<file path="src/rtl/cmos_ha_switch_cell.sv">
// Switch-level evaluator of a 12-transistor CMOS half adder with four-valued nodes.
// Define NODE_DEBUG_EN to expose the registered internal nodes on dbg_nodes.
module cmos_ha_switch_cell (
  input  logic       clk,
  input  logic       rst,
  input  logic       eval_en,
  input  logic [1:0] in1,
  input  logic [1:0] in2,
  output logic [1:0] out1,
  output logic [1:0] out2,
  output logic       unknown,
  output logic       contention
`ifdef NODE_DEBUG_EN
  ,
  output logic [7:0] dbg_nodes
`endif
);

  localparam logic [1:0] L0 = 2'b00;
  localparam logic [1:0] L1 = 2'b01;
  localparam logic [1:0] LZ = 2'b10;
  localparam logic [1:0] LX = 2'b11;

  // Contribution mask {x, one, zero} that one switch places on its drain.
  function automatic logic [2:0] sw(input logic is_n, input logic [1:0] g, input logic [1:0] s);
    logic [2:0] c;
    c = 3'b000;
    if (g[1]) c = 3'b100;
    else if (g[0] == is_n) begin
      case (s)
        L0:      c = 3'b001;
        L1:      c = 3'b010;
        LX:      c = 3'b100;
        default: c = 3'b000;
      endcase
    end
    return c;
  endfunction

  function automatic logic [1:0] res(input logic [2:0] c);
    logic [1:0] v;
    if (c == 3'b000)     v = LZ;
    else if (c[1] && c[0]) v = LX;
    else if (c[2])       v = LX;
    else if (c[1])       v = L1;
    else                 v = L0;
    return v;
  endfunction

  logic [2:0] c_w3, c_w9, c_w6, c_w8, c_o1, c_o2;
  logic [1:0] w3, w9, w6, w8, o1, o2;
  logic       cont_n;

  always_comb begin
    c_w3 = sw(1'b0, in1, L1) | sw(1'b1, in1, L0);
    w3   = res(c_w3);
    c_w9 = sw(1'b1, in1, L0);
    w9   = res(c_w9);
    c_w6 = sw(1'b0, in2, w3) | sw(1'b1, in2, in1);
    w6   = res(c_w6);
    c_w8 = sw(1'b0, in2, L1) | sw(1'b0, in1, L1) | sw(1'b1, in2, w9);
    w8   = res(c_w8);
    c_o1 = sw(1'b0, w6, L1) | sw(1'b1, w6, L0);
    o1   = res(c_o1);
    c_o2 = sw(1'b0, w8, L1) | sw(1'b1, w8, L0);
    o2   = res(c_o2);
    // Contention only counts definite opposing drivers, not X contributions.
    cont_n = (c_w3[1] & c_w3[0]) | (c_w9[1] & c_w9[0]) | (c_w6[1] & c_w6[0]) |
             (c_w8[1] & c_w8[0]) | (c_o1[1] & c_o1[0]) | (c_o2[1] & c_o2[0]);
  end

  always_ff @(posedge clk) begin
    if (rst) begin
      out1       <= L0;
      out2       <= L0;
      unknown    <= 1'b0;
      contention <= 1'b0;
    end else if (eval_en) begin
      out1       <= o1;
      out2       <= o2;
      unknown    <= o1[1] | o2[1];
      contention <= cont_n;
    end
  end

`ifdef NODE_DEBUG_EN
  always_ff @(posedge clk) begin
    if (rst)          dbg_nodes <= 8'h00;
    else if (eval_en) dbg_nodes <= {w3, w6, w8, w9};
  end
`endif

endmodule

</file>
<file path="config.mk">
export PLATFORM = sky130hd
export DESIGN_NAME = cmos_ha_switch_cell
export DESIGN_NICKNAME = d
export VERILOG_FILES = /design/src/rtl/cmos_ha_switch_cell.sv
export SDC_FILE = /design/constraint.sdc
export NUM_CORES = 1
export LEC_CHECK = 0
export CAP_MARGIN = 5
export CORE_AREA = 2 2 39 41
export DETAILED_ROUTE_END_ITERATION = 12
export DIE_AREA = 0 0 41 43
export PLACE_DENSITY = 0.49
export SYNTH_ARGS = -nofsm -noshare
export SYNTH_HDL_FRONTEND = slang
export SYNTH_SLANG_ARGS = --single-unit
</file>
<file path="constraint.sdc">
create_clock -name clk -period 0.8 [get_ports clk]
set_input_delay 0.12 -clock clk [delete_from_list [all_inputs] [get_ports clk]]
set_output_delay 0.12 -clock clk [all_outputs]
set_load 0.02 [all_outputs]
</file>
==> metrics.md <==
| Metric | Value |
|---|---|
| Final hold violation count | 0 |
| CP arrival | about 710 ps |
| Clk pwr share | approximately two fifths |
| Nets | 39 |
| CTS tree | yes |
| Max-slew violation count | 0 |
| Clk slew on worst S/H paths | 40 ps |
| Final Critical Period | slightly above 800 ps |
| Initial antenna violation count | 0 |
| Most frequent cells in the layout | 6 x buf_6, 3 x nor2_1, 3 x clkbuf_4, 3 x dfxtp_2 |
| Layout cells sized above 1 | between 50% and 60% |
| IO Pins | 13 |
| Total GRT Usage | 5.72% |
| R2R depth | 2 |
| Pin count of the biggest net entering global routing | 5 |
| Crit Path Category | flip-flop to output pin |
| Setup violators final | 3 |
| Reg-to-reg endpoint | out2[0] |
| Commonest non-fill, non-tap cell in the layout | buf_6 |
| Core area | about 0.0014 mm² |
| Register area share after synthesis | 45.7% |
| Fin cells | 46 |
| Critical Path RT | around 680 ps |
| Post-place setup slack | -291 ps |
| Hold Path Class | input pin to flip-flop |
| Max incr delay on CP | 350 ps |
| Family with the most delay on the worst path | flip-flops |
| Max IR drop VDD | 0.000442 V |
| Leak | 0.157 nW |
| Buf+Inv Stages, Crit Path | 1 |
| Logic pwr share | around 22% |
| Wirelength per Cell | 8.93 µm |
| Reg2reg start | out2[0] |
| CTS buffer count | 3 |
| Setup Skew | 0 ps |
| Synth-to-layout area growth | 98.6% |
| F_max | 1200 MHz |
| Failing checks | setup timing |
| Worst-Margin Slew | 217 ps |
| Hold path cells | 3 |
| Int Power | 0.000456 W |
| Port-buffer cells | 12 |
| Final Instance Area | 348 µm² |
| Die W | 41 µm |
| # hold bufs at CTS | 0 |
| RSZ-0062 raised after global routing | true |
| H-tree Lvls | 1 |
| Post-Syn Area per Cell | 10.9 µm² |
| #FFs+latches synth | 4 |
| Clk_lat worst skew | 230 ps |
| Root Buffer | clkbuf_4 |
| First-pass GRT wire length | 586 µm |
| Crit-path cells | buf_6 |
| CP startpoint kind | flip-flop |
| Placed cell area | 308 µm² |
| Final period util | 104% |
| Total clock sinks | 4 |
| Status | complete, but fails checks |
| Worst-path fanout max | 4 |
| Flop pwr share | ~37% |
| Fin util | 25.1% |
| Synth Net Count | 23 |
| Slew HR | 85.5% |
| Die height | 43 µm |
| Gr ovfl total | 0 |
| Drt initial violations | 1 |
| Fillers | between 150 and 200 |
| Yosys warns | 0 |
| Deepest clock path buffer count | 2 |
| DRC Markers | 0 |
| Die Area | 0.00176 mm² |
| RD Place Congestion | 0.560 |
| Antenna Nets Post-Route | 0 |
| Vias | 165 |
| Hold EP | out2[0] |
| Cells after Synth | 16 |
| Avg Vias per Cell | 3.59 |
| CP endpoint kind | output pin |
| Setup WS post-layout | -30.0 ps |
| Switching share of power | between 20 and 25% |
| PD cells | 1730 mW/mm² |
| Placed Instances | 43 |
| Max Cap Viol | 0 |
| Rows | 14 |
| Hold Startpoint | in1[0] |
| Total negative slack | -89.6 ps |
| Final WL | approximately 410 µm |
| Crit-path slowest cell | dfxtp_4 |
| Vias in the first global route | 160 |
| P_sw | 0.000145 W |
| Flop2flop setup slack | ~170 ps |
| Synth unique cells | 9 |
| DRT Pass-1 Iters | 2 |
| Starting density of the core | 12.7% |
| ANT cells | 0 |
| Synth Cell Area | 175 µm² |
-- layout make-up --
type                            count  area, µm²  share of cell area, %
Clock buffer                        3       22.5                   6.47
Sequential cell                     4       87.6                   25.2
Multi-Input combinational cell     10       80.1                   23.0
Timing Repair Buffer               13        138                   39.6
Tap cell                           16       20.0                   5.76
-- per-layer routing --
metal	routed length (µm)	share of wire (%)	GRT usage, %
met2	160	39	6.25
met3	91	22	3.66
met5	0	0	0
met4	0	0	8.00
met1	159	39	5.79
-- synthesized netlist by cell type --
cell | instances | share of area (%)
nor3b_4 | 1 | 11
nor3_1 | 1 | 2.9
dfxtp_1 | 4 | 46
nor2_1 | 3 | 6.4
buf_4 | 2 | 8.6
nor3b_1 | 1 | 4.3
nand2_1 | 1 | 2.1
a211oi_2 | 2 | 14
xnor2_1 | 1 | 5.0
-- cell families after synthesis --
| logic type | share of synthesized area, % |
|---|---|
| buf+inv | 8.57 |
| flops | 45.7 |
| xor+xnor | 5.00 |
| compound gates | 14.3 |
| simple gates | 26.4 |
-- flip-flops by register name, indices dropped and copies added (netlist names) --
| signal | count |
|---|---|
| out2 | 1 |
| out1 | 2 |
| contention | 1 |
-- power by group through the flow --
stage / Sequential [W] / Clock (W) / Combinational (W)
floorplan: 0.000237 / 0 / 0.0000474
global placement: 0.000222 / 0 / 0.000135
detailed placement: 0.000223 / 0 / 0.000135
CTS: 0.000225 / 0.000259 / 0.000136
global route: 0.000226 / 0.000270 / 0.000143
finish: 0.000225 / 0.000243 / 0.000133
-- per-stage QoR --
stage | hold WS (ps) | power (W)
4_1_cts | 306 | 0.000620
3_5_place_dp | 474 | 0.000358
5_1_grt | 253 | 0.000639
2_1_floorplan | 185 | 0.000284
6_report | 222 | 0.000602
3_3_place_gp | 467 | 0.000357
-- worst max-delay path by stage --
| stage | from | to | cells past startpoint | slack [ps] |
|---|---|---|---|---|
| floorplan | out1[1] | out1[1] | 1 | 40 |
| global placement | out1[1] | unknown | 1 | -270 |
| detailed placement | out1[1] | out2[1] | 1 | -290 |
| CTS | out1[1] | out2[1] | 1 | -40 |
| global route | out1[1] | unknown | 1 | -60 |
| finish | out1[1] | out2[1] | 1 | -30 |
-- repair_timing --
item	4_1_cts	5_1_grt
endpoints found under the setup margin	8	8
setup buffers	0	0
gates resized for setup	43	2
cloned	0	0
pin swaps	2	2
Note: power is estimated with default switching activity, not from simulation.
